**src/rtl/sev_seg_pkg.sv**
```systemverilog
// Shared types and constants for the seven-segment scan controller.
package sev_seg_pkg;

  // Scan controller states: dark, driving one digit, dead time between digits.
  typedef enum logic [1:0] {
    S_OFF   = 2'd0,
    S_DRIVE = 2'd1,
    S_GAP   = 2'd2
  } scan_state_t;

  // Active-low segment pattern with every segment dark.
  localparam logic [0:6] SEG_BLANK = 7'h7F;

  // Default parameter values for the controller.
  localparam int DEF_NUM_DIGITS   = 4;
  localparam int DEF_DIGIT_CYCLES = 50000;
  localparam int DEF_GAP_CYCLES   = 500;

endpackage

```
**src/rtl/hex_to_sev_seg.sv**
```systemverilog
// Combinational hex nibble to active-low seven-segment decoder.
// Output is [0:6] with segment a at index 0 and g at index 6, so each
// literal below reads "abcdefg" left to right (0 = segment lit).
module hex_to_sev_seg (
  input  logic [3:0] nibble,
  output logic [0:6] seg_n
);

  // Hex glyph lookup
  always_comb begin
    seg_n = 7'b1111111;
    case (nibble)
      4'h0: seg_n = 7'b0000001;
      4'h1: seg_n = 7'b1001111;
      4'h2: seg_n = 7'b0010010;
      4'h3: seg_n = 7'b0000110;
      4'h4: seg_n = 7'b1001100;
      4'h5: seg_n = 7'b0100100;
      4'h6: seg_n = 7'b0100000;
      4'h7: seg_n = 7'b0001111;
      4'h8: seg_n = 7'b0000000;
      4'h9: seg_n = 7'b0000100;
      4'hA: seg_n = 7'b0001000;
      4'hB: seg_n = 7'b1100000;
      4'hC: seg_n = 7'b0110001;
      4'hD: seg_n = 7'b1000010;
      4'hE: seg_n = 7'b0110000;
      4'hF: seg_n = 7'b0111000;
      default: seg_n = 7'b1111111;
    endcase
  end

endmodule

```
**src/rtl/sev_seg_scan_ctrl.sv**
```systemverilog
// Multiplexed seven-segment scan controller. A value written through the
// valid/ready port waits in a shadow register and is promoted to the active
// register only at a frame boundary (or when the display starts), so a
// frame never mixes old and new digits. Pins are driven from registers that
// are loaded with the values belonging to the state/digit being entered.
module sev_seg_scan_ctrl #(
  parameter int NUM_DIGITS   = sev_seg_pkg::DEF_NUM_DIGITS,
  parameter int DIGIT_CYCLES = sev_seg_pkg::DEF_DIGIT_CYCLES,
  parameter int GAP_CYCLES   = sev_seg_pkg::DEF_GAP_CYCLES
) (
  input  logic                    clk,
  input  logic                    rst_n,
  input  logic                    disp_en,
  input  logic                    wr_valid,
  output logic                    wr_ready,
  input  logic [4*NUM_DIGITS-1:0] wr_data,
  input  logic [NUM_DIGITS-1:0]   wr_blank,
  input  logic                    wr_lz_en,
  output logic [0:6]              seg_n,
  output logic [NUM_DIGITS-1:0]   an_n
);
  import sev_seg_pkg::*;

  // One counter serves both timed states, so it is sized for the longer one.
  localparam int MAX_CYCLES = (DIGIT_CYCLES > GAP_CYCLES) ? DIGIT_CYCLES : GAP_CYCLES;
  localparam int CNT_W      = (MAX_CYCLES > 1) ? $clog2(MAX_CYCLES) : 1;
  localparam int IDX_W      = (NUM_DIGITS > 1) ? $clog2(NUM_DIGITS) : 1;
  localparam logic [CNT_W-1:0] DIGIT_LAST = CNT_W'(DIGIT_CYCLES - 1);
  localparam logic [CNT_W-1:0] GAP_LAST   = CNT_W'(GAP_CYCLES - 1);
  localparam logic [IDX_W-1:0] IDX_LAST   = IDX_W'(NUM_DIGITS - 1);

  scan_state_t state, state_next;
  logic [CNT_W-1:0] cnt, cnt_next;
  logic [IDX_W-1:0] idx, idx_next;
  logic load_en;

  logic                    pending;
  logic [4*NUM_DIGITS-1:0] shadow_data, active_data, view_data;
  logic [NUM_DIGITS-1:0]   shadow_blank, active_blank, view_blank;
  logic                    shadow_lz, active_lz, view_lz;
  // Set once something has been promoted to active since reset; lets a
  // re-enable resume the current value while keeping a fresh reset dark.
  logic                    active_valid;

  logic [NUM_DIGITS:0]   upper_zero;
  logic [NUM_DIGITS-1:0] digit_blank;
  logic [3:0]            nibble;
  logic [0:6]            dec_seg;
  logic [0:6]            seg_next;
  logic [NUM_DIGITS-1:0] an_next;

  assign wr_ready = !pending;

  // State, cycle counter and digit index registers
  always_ff @(posedge clk or negedge rst_n) begin
    if (!rst_n) begin
      state <= S_OFF;
      cnt   <= '0;
      idx   <= '0;
    end else begin
      state <= state_next;
      cnt   <= cnt_next;
      idx   <= idx_next;
    end
  end

  // Next-state logic: digit timing, gap timing, wrap and frame-boundary load
  always_comb begin
    state_next = state;
    cnt_next   = cnt;
    idx_next   = idx;
    load_en    = 1'b0;
    if (!disp_en) begin
      state_next = S_OFF;
      cnt_next   = '0;
      idx_next   = '0;
    end else begin
      case (state)
        S_OFF: begin
          if (pending || active_valid) begin
            state_next = S_DRIVE;
            cnt_next   = '0;
            idx_next   = '0;
            load_en    = pending;
          end
        end
        S_DRIVE: begin
          if (cnt == DIGIT_LAST) begin
            state_next = S_GAP;
            cnt_next   = '0;
          end else begin
            cnt_next = cnt + 1'b1;
          end
        end
        S_GAP: begin
          if (cnt == GAP_LAST) begin
            state_next = S_DRIVE;
            cnt_next   = '0;
            if (idx == IDX_LAST) begin
              idx_next = '0;
              load_en  = pending;
            end else begin
              idx_next = idx + 1'b1;
            end
          end else begin
            cnt_next = cnt + 1'b1;
          end
        end
        default: begin
          state_next = S_OFF;
          cnt_next   = '0;
          idx_next   = '0;
        end
      endcase
    end
  end

  // Write handshake into shadow, promotion of shadow into active
  always_ff @(posedge clk or negedge rst_n) begin
    if (!rst_n) begin
      pending      <= 1'b0;
      active_valid <= 1'b0;
      shadow_data  <= '0;
      shadow_blank <= '0;
      shadow_lz    <= 1'b0;
      active_data  <= '0;
      active_blank <= '0;
      active_lz    <= 1'b0;
    end else if (load_en) begin
      pending      <= 1'b0;
      active_valid <= 1'b1;
      active_data  <= shadow_data;
      active_blank <= shadow_blank;
      active_lz    <= shadow_lz;
    end else if (wr_valid && !pending) begin
      pending      <= 1'b1;
      shadow_data  <= wr_data;
      shadow_blank <= wr_blank;
      shadow_lz    <= wr_lz_en;
    end
  end

  // The value that will be active after this edge feeds the output decode,
  // so the pins are correct on the very edge that enters a digit.
  assign view_data  = load_en ? shadow_data  : active_data;
  assign view_blank = load_en ? shadow_blank : active_blank;
  assign view_lz    = load_en ? shadow_lz    : active_lz;

  // upper_zero[i] is set when nibbles i..NUM_DIGITS-1 are all zero.
  assign upper_zero[NUM_DIGITS] = 1'b1;
  for (genvar gi = 0; gi < NUM_DIGITS; gi++) begin : g_blank
    assign upper_zero[gi] = (view_data[4*gi +: 4] == 4'h0) && upper_zero[gi+1];
    if (gi == 0) begin : g_rightmost
      assign digit_blank[gi] = view_blank[gi];
    end else begin : g_upper
      assign digit_blank[gi] = view_blank[gi] || (view_lz && upper_zero[gi]);
    end
  end

  assign nibble = view_data[{idx_next, 2'b00} +: 4];

  hex_to_sev_seg u_dec (
    .nibble (nibble),
    .seg_n  (dec_seg)
  );

  // Output decode for the state/digit being entered
  always_comb begin
    an_next  = '1;
    seg_next = SEG_BLANK;
    if (state_next == S_DRIVE) begin
      an_next[idx_next] = 1'b0;
      seg_next          = digit_blank[idx_next] ? SEG_BLANK : dec_seg;
    end
  end

  // Registered pin drivers
  always_ff @(posedge clk or negedge rst_n) begin
    if (!rst_n) begin
      an_n  <= '1;
      seg_n <= SEG_BLANK;
    end else begin
      an_n  <= an_next;
      seg_n <= seg_next;
    end
  end

endmodule

```
**config.mk**
```make
export PLATFORM = sky130hd
export DESIGN_NAME = sev_seg_scan_ctrl
export DESIGN_NICKNAME = d
export VERILOG_FILES = /design/src/rtl/sev_seg_pkg.sv /design/src/rtl/hex_to_sev_seg.sv /design/src/rtl/sev_seg_scan_ctrl.sv
export SDC_FILE = /design/constraint.sdc
export NUM_CORES = 1
export LEC_CHECK = 0
export CAP_MARGIN = 20
export CORE_MARGIN = 2
export CORE_UTILIZATION = 50
export DETAILED_ROUTE_END_ITERATION = 7
export PLACE_DENSITY_LB_ADDON = 0.3
export REMOVE_ABC_BUFFERS = 1
export SLEW_MARGIN = 10
export SYNTH_ARGS = -nofsm -noshare
export SYNTH_HDL_FRONTEND = slang
export SYNTH_SLANG_ARGS = --single-unit
```
**constraint.sdc**
```tcl
create_clock -name clk -period 5.3 [get_ports clk]
set_clock_uncertainty 0.2 [all_clocks]
set_input_delay 0.53 -clock clk [delete_from_list [all_inputs] [get_ports clk]]
set_output_delay 0.53 -clock clk [all_outputs]
set_load 0.02 [all_outputs]
```
==> metrics, run 1 <==
initial antenna violation count=0; TNS Setup=0 ns; Async S/R FF share, synth=1.00; fillers=646; Post-synth EDFFs=0; PortBufs=36; leak pwr=1.91 nW; crit-path cells=ha_1, nor4b_4, nand4_2, o21a_1, mux2_2, mux2i_1, mux2i_4, ha_1, inv_1, nor2_1, o32a_1; Multi-input gate area=1930 um^2; Rows=32; Post-DRT Antenna Nets=0; Hold Crit Class=in2async; Die Y=92.5 um; Die Wd=slightly above 90 um; DR vias/cell=5.67; final hold violations=0; total track usage=0.202; fin crit share=0.707; crit path to=seg_n[3]$_DFF_PN1_; Arr. time, crit path=~3.8 ns; unrepaired setup endpoints after global routing=no; Least-Margin Pin Slew=1.07 ns; CP Class=reg2reg; post-synth top area cell=dfrtp_1; Clock Path Buffers=2; Worst Path Max Fanout=29; worst ir drop on vdd=0.217 mV; final setup vio count=0; Startpoint Class=flip-flop; share of cells above drive strength 1=0.180; worst flop-to-flop path startpoint=cnt[0]$_DFFE_PN0P_; Max-Cap Viols=0; most frequent cells in the layout=64 x dfrtp_1, 55 x nand2_1, 35 x clkdlybuf4s50_1; drt pass-1 iters=4; area delta synth->final=16.1%; commonest non-fill, non-tap cell in the layout=dfrtp_1; crit-path leading delay family=compound AO/OA/AOI/OAI gates; Distinct cells, synth=58; Die ar.=8550 um^2; CP endpoint kind=flip-flop; WP buf/inv=1; worst r2r dst=seg_n[3]$_DFF_PN1_; Worst-path clk slew=about 0.08 ns; critical path depth=11; #FFs+latches synth=75; Synth Warn #=0; CTS Sinks=75; vias in the first global route=2781; max-slew violations=0; post_cts resized=0; core area=between 7000 and 8000 um^2; Worst EP required=5.37 ns; Remaining DRCs=0; FF/Latch Area=1890 um^2; crit path launch=cnt[0]$_DFFE_PN0P_; most used cell, CP=ha_1; Largest stage delay, worst path=0.86 ns; Top Ports=37; status=finished clean; Top FF cell, synth=dfrtp_1; 1st-iter DRT viols=between 150 and 200; nets@finish=436; Mapped Avg Cell Area=10.7 um^2; fmax=about 270 MHz; cell count after synthesis=364; Slowest cell on crit path=o21a_1; clock latency on the worst-skew pair=0.35 ns; DPL Wire Length=between 5 and 6 mm; Worst R2R Setup Slack=1.55 ns; largest net degree at the start of global routing=between 70 and 80; share of the synthesized area in the top cell type=0.409; H-tree Lvls=3; mapped cell area=3910 um^2; Power Total=1.84 mW; Power per Cell Area=405 nW/um^2; final WL=7.89 mm; RePlAce Congestion=0.863; post-synthesis sequential area ratio=0.483; Starting Density=0.512; reg2reg path depth=11; hold-fix buffers at CTS=0; TritonCTS clock tree=built; CTS root buf=clkbuf_8; diodes inserted=0; grt total ovfl=0; setup bufs post-CTS=0; Tmin final=3.75 ns; wire per inst=~16 um; CTS Buf Count=9; routed vias=2877; max_slew headroom=0.286; top cells by area, synth=dfrtp_1 41%, mux2_2 8.3%, dfstp_2 7.4%, nand2_1 5.3%, ha_1 3.5%; first-pass GRT wire length=13.7 mm
==> worst reg2reg max path: cells and delay by family, from the launching register on <==
kind                       cells  cell delay [ns]
DFF                            1             0.41
muxes                          3             0.87
buffers and inverters          1             0.11
and+or+nand+nor                3             0.36
AOI/OAI and AO/OA              2             1.19
adders and majority gates      2             0.53
==> worst min path at each step <==
| stage | to | cells past startpoint |
|---|---|---|
| detailed placement | active_blank[2]$_DFF_PN0_ | 2 |
| CTS | cnt[0]$_DFFE_PN0P_ | 1 |
| floorplan | active_blank[0]$_DFF_PN0_ | 0 |
| finish | cnt[15]$_DFFE_PN0P_ | 1 |
| global placement | active_blank[2]$_DFF_PN0_ | 2 |
| global route | cnt[0]$_DFFE_PN0P_ | 1 |
==> metrics by stage <==
| step | hold slack (ns) | cell area, um^2 | worst slack [ns] | util | cells |
|---|---|---|---|---|---|
| after floorplan | 0.0344 | 3850 | 2.02 | - | 352 |
| after global placement | 0.254 | 4350 | 1.42 | 0.568 | 491 |
| after detailed placement | 0.261 | 4350 | 1.32 | 0.568 | 491 |
| after CTS | 0.149 | 4540 | 1.52 | 0.594 | 507 |
| after global routing | 0.207 | 4540 | 1.27 | 0.594 | 507 |
| final | 0.101 | 4540 | 1.55 | 0.594 | 507 |
==> area by class of cell <==
type / instances / area share
Multi-Input combinational cell: 267 / 0.424
Sequential cell: 75 / 0.416
Timing Repair Buffer: 37 / 0.0804
Clock buffer: 14 / 0.0358
Tap cell: 102 / 0.0281
Inverter: 10 / 0.00826
Clock inverter: 2 / 0.00771
==> routing by layer <==
layer / track usage / vias to the layer above / share of wire
met5: 0 / - / 0
met4: 0.0560 / 0 / 0.015
met3: 0.0464 / 11 / 0.029
met2: 0.329 / 53 / 0.50
met1: 0.272 / 1419 / 0.45
li1: - / 1394 / -
==> Yosys cell counts, types with 2 or more instances <==
library cell / count
o21ai_1: 7
clkbuf_1: 8
nand2_1: 55
nor2b_1: 4
and4_1: 3
mux2_1: 2
nand2b_1: 6
nor3_1: 4
inv_1: 9
and3_1: 7
o221ai_1: 3
nor4_1: 6
dfstp_2: 11
ha_1: 11
buf_6: 2
o21ai_0: 21
nor3b_2: 2
dfrtp_1: 64
nand4_1: 3
nor2_1: 15
a22oi_1: 4
a31oi_1: 9
o31ai_1: 5
nand3_1: 14
and2_1: 2
xnor2_1: 3
mux2i_4: 2
mux2i_1: 12
nor3b_1: 2
mux2_4: 2
a41oi_1: 2
xor2_1: 6
a21oi_1: 5
mux2_2: 29
==> logic make-up (layout without fill, tap and decap cells) <==
family          after synthesis  in the layout  synth area share
buf+inv                      22             63            0.0253
flops                        75             75             0.483
fa+ha+maj                    11             11            0.0352
simple gates                131            131             0.177
compound gates               68             68             0.117
mux                          48             48             0.143
xor+xnor                      9              9            0.0201
==> flip-flops by register name, summed over array words and instances, names as in the netlist <==
name	flops
shadow_data	16
seg_n	7
pending	1
cnt	16
shadow_lz	1
state	2
active_data	16
an_n	4
idx	2
active_blank	4
active_lz	1
shadow_blank	4
active_valid	1
==> where the power goes <==
part           switching, mW  internal [mW]
Combinational          0.286          0.268
Clock                  0.204          0.243
Sequential             0.106          0.733
(Power assumes the default switching activity.)
==> run 2: changes to the inputs <==
Clock period 5.3 ns to 3.55 ns, I/O delays scaled along.
==> run 2 against run 1 <==
Global-route usage barely moved; final area rose by 3.2%; worst setup slack got worse by 1.4 ns.
==> metrics, run 2 (synthesis results as in run 1) <==
status=finished clean; Top Ports=37 (unchanged); Tmin final=3.36 ns (-0.385 ns); Arr. time, crit path=3.44 ns (-0.38 ns); TritonCTS clock tree=built; max-slew violations=0 (unchanged); worst flop-to-flop path startpoint=cnt[1]$_DFFE_PN0P_; DPL Wire Length=5.82 mm (+3.8%); fmax=297 MHz (+11%); worst ir drop on vdd=0.412 mV (+90%); PortBufs=36 (unchanged); DR vias/cell=5.75 (+1.4%); CP endpoint kind=flip-flop; core area=7650 um^2 (unchanged); Hold Crit Class=reg2reg; final setup vio count=0 (unchanged); most frequent cells in the layout=64 x dfrtp_1, 55 x nand2_1, 35 x clkdlybuf4s50_1; Rows=32 (unchanged); Die ar.=8550 um^2 (unchanged); max_slew headroom=0.380 (+0.0942); 1st-iter DRT viols=156 (-11%); area delta synth->final=19.9%; Post-DRT Antenna Nets=0 (unchanged); clock latency on the worst-skew pair=0.35 ns (about the same); CP Class=reg2reg; vias in the first global route=2914 (+4.8%); CTS Buf Count=9 (unchanged); Worst Path Max Fanout=5 (-83%); nets@finish=446 (+2.3%); Least-Margin Pin Slew=0.929 ns (-0.141 ns); first-pass GRT wire length=13.9 mm (+1.6%); unrepaired setup endpoints after global routing=yes; crit path launch=cnt[1]$_DFFE_PN0P_; grt total ovfl=0 (unchanged); Die Y=92.5 um (unchanged); Worst EP required=3.62 ns (-1.75 ns); final WL=8.20 mm (+4.0%); share of cells above drive strength 1=0.217 (+0.0366); fin crit share=0.948 (+0.240); Clock Path Buffers=2 (unchanged); total track usage=0.202 (about the same); Startpoint Class=flip-flop; H-tree Lvls=3 (unchanged); largest net degree at the start of global routing=76 (unchanged); Slowest cell on crit path=or4_4; TNS Setup=0 ns (unchanged); Remaining DRCs=0 (unchanged); Min Hold Slack=0.281 ns (+0.180 ns); leak pwr=1.98 nW (+3.4%); Largest stage delay, worst path=0.46 ns (-0.40 ns); Starting Density=0.512 (unchanged); Power per Cell Area=614 nW/um^2 (+51%); Die Wd=92.5 um (unchanged); final hold violations=0 (unchanged); RePlAce Congestion=0.914 (+5.9%); routed vias=2975 (+3.4%); Worst-path clk slew=0.08 ns (about the same); wire per inst=15.9 um (+2.0%); Max-Cap Viols=0 (unchanged); fillers=600 (-7.1%); diodes inserted=0 (unchanged); CTS root buf=clkbuf_8; drt pass-1 iters=4 (unchanged); top flop regs=active_data x16, cnt x16, shadow_data x16; commonest non-fill, non-tap cell in the layout=dfrtp_1; CTS Sinks=75 (unchanged); Final Core Density=0.613 (+0.0191); initial antenna violation count=0 (unchanged); crit-path cells=ha_2, nor4b_4, nand4_2, or4_4, a21oi_4, mux2i_1, mux2i_4, inv_1, ha_1, nor2_1, o32a_1; worst hold start=active_data[2]$_DFF_PN0_
[run 2: cell types whose count changed in the layout (fill, tap and decap cells not counted), sizes merged]
cell and change:
clkinvlp +1, clkbuf -3, bufinv +1, dlygate4sd3 +1, buf +9, inv +1
[run 2: cell type report]
cell class / count / area [um^2] / area share
Tap cell: 102 / 128 / 0.0272
Clock buffer: 11 / 141 / 0.0301
Timing Repair Buffer: 47 / 455 / 0.0971
Clock inverter: 5 / 85.1 / 0.0181
Sequential cell: 75 / 1890 / 0.403
Inverter: 10 / 37.5 / 0.00800
Multi-Input combinational cell: 267 / 1950 / 0.416
[run 2: what timing repair did]
action	CTS	global route
endpoints found under the hold margin	64	0
gates resized for setup	0	7
buffers inserted	0	3
hold buffers	1	0
endpoints found under the setup margin	0	6
[run 2: path summary, 6_finish.rpt]
check / to / slack, ns / cells past startpoint
worst min register to register: active_data[2]$_DFF_PN0_ / 0.28 / 2
worst min-delay path: active_data[2]$_DFF_PN0_ / 0.28 / 2
worst max-delay path: seg_n[3]$_DFF_PN1_ / 0.19 / 11
min in group asynchronous: cnt[15]$_DFFE_PN0P_ / 0.47 / 2
max in group asynchronous: cnt[10]$_DFFE_PN0P_ / 2.05 / 2
worst max register to register: seg_n[3]$_DFF_PN1_ / 0.19 / 11
[run 2: power by group]
group	switching [mW]	total [mW]	internal [mW]
Sequential	0.154	1.25	1.09
Combinational	0.462	0.891	0.429
Clock	0.320	0.739	0.419
[run 2: per-layer routing]
layer	GRT usage	vias to the layer above	share of wire
li1	-	1407	-
met1	0.266	1478	0.44
met2	0.325	77	0.50
met3	0.0521	13	0.039
met4	0.0684	0	0.017
met5	0	-	0
[run 2: metrics by stage]
step,power [mW],cells,worst slack (ns),area (um^2)
2_1_floorplan,1.82,352,0.274,3850
3_3_place_gp,2.09,497,0.265,4400
3_5_place_dp,2.13,497,0.115,4400
4_1_cts,2.87,514,0.0923,4640
5_1_grt,3.06,517,-0.00715,4690
6_report,2.88,517,0.185,4690
[run 2: critical path: cells and delay by family (launching register included)]
family	cells	cell delay, ns
buffers and inverters	1	0.13
muxes	2	0.44
DFF	1	0.38
AOI/OAI and AO/OA	2	0.61
adders and majority gates	2	0.53
and+or+nand+nor	4	0.98
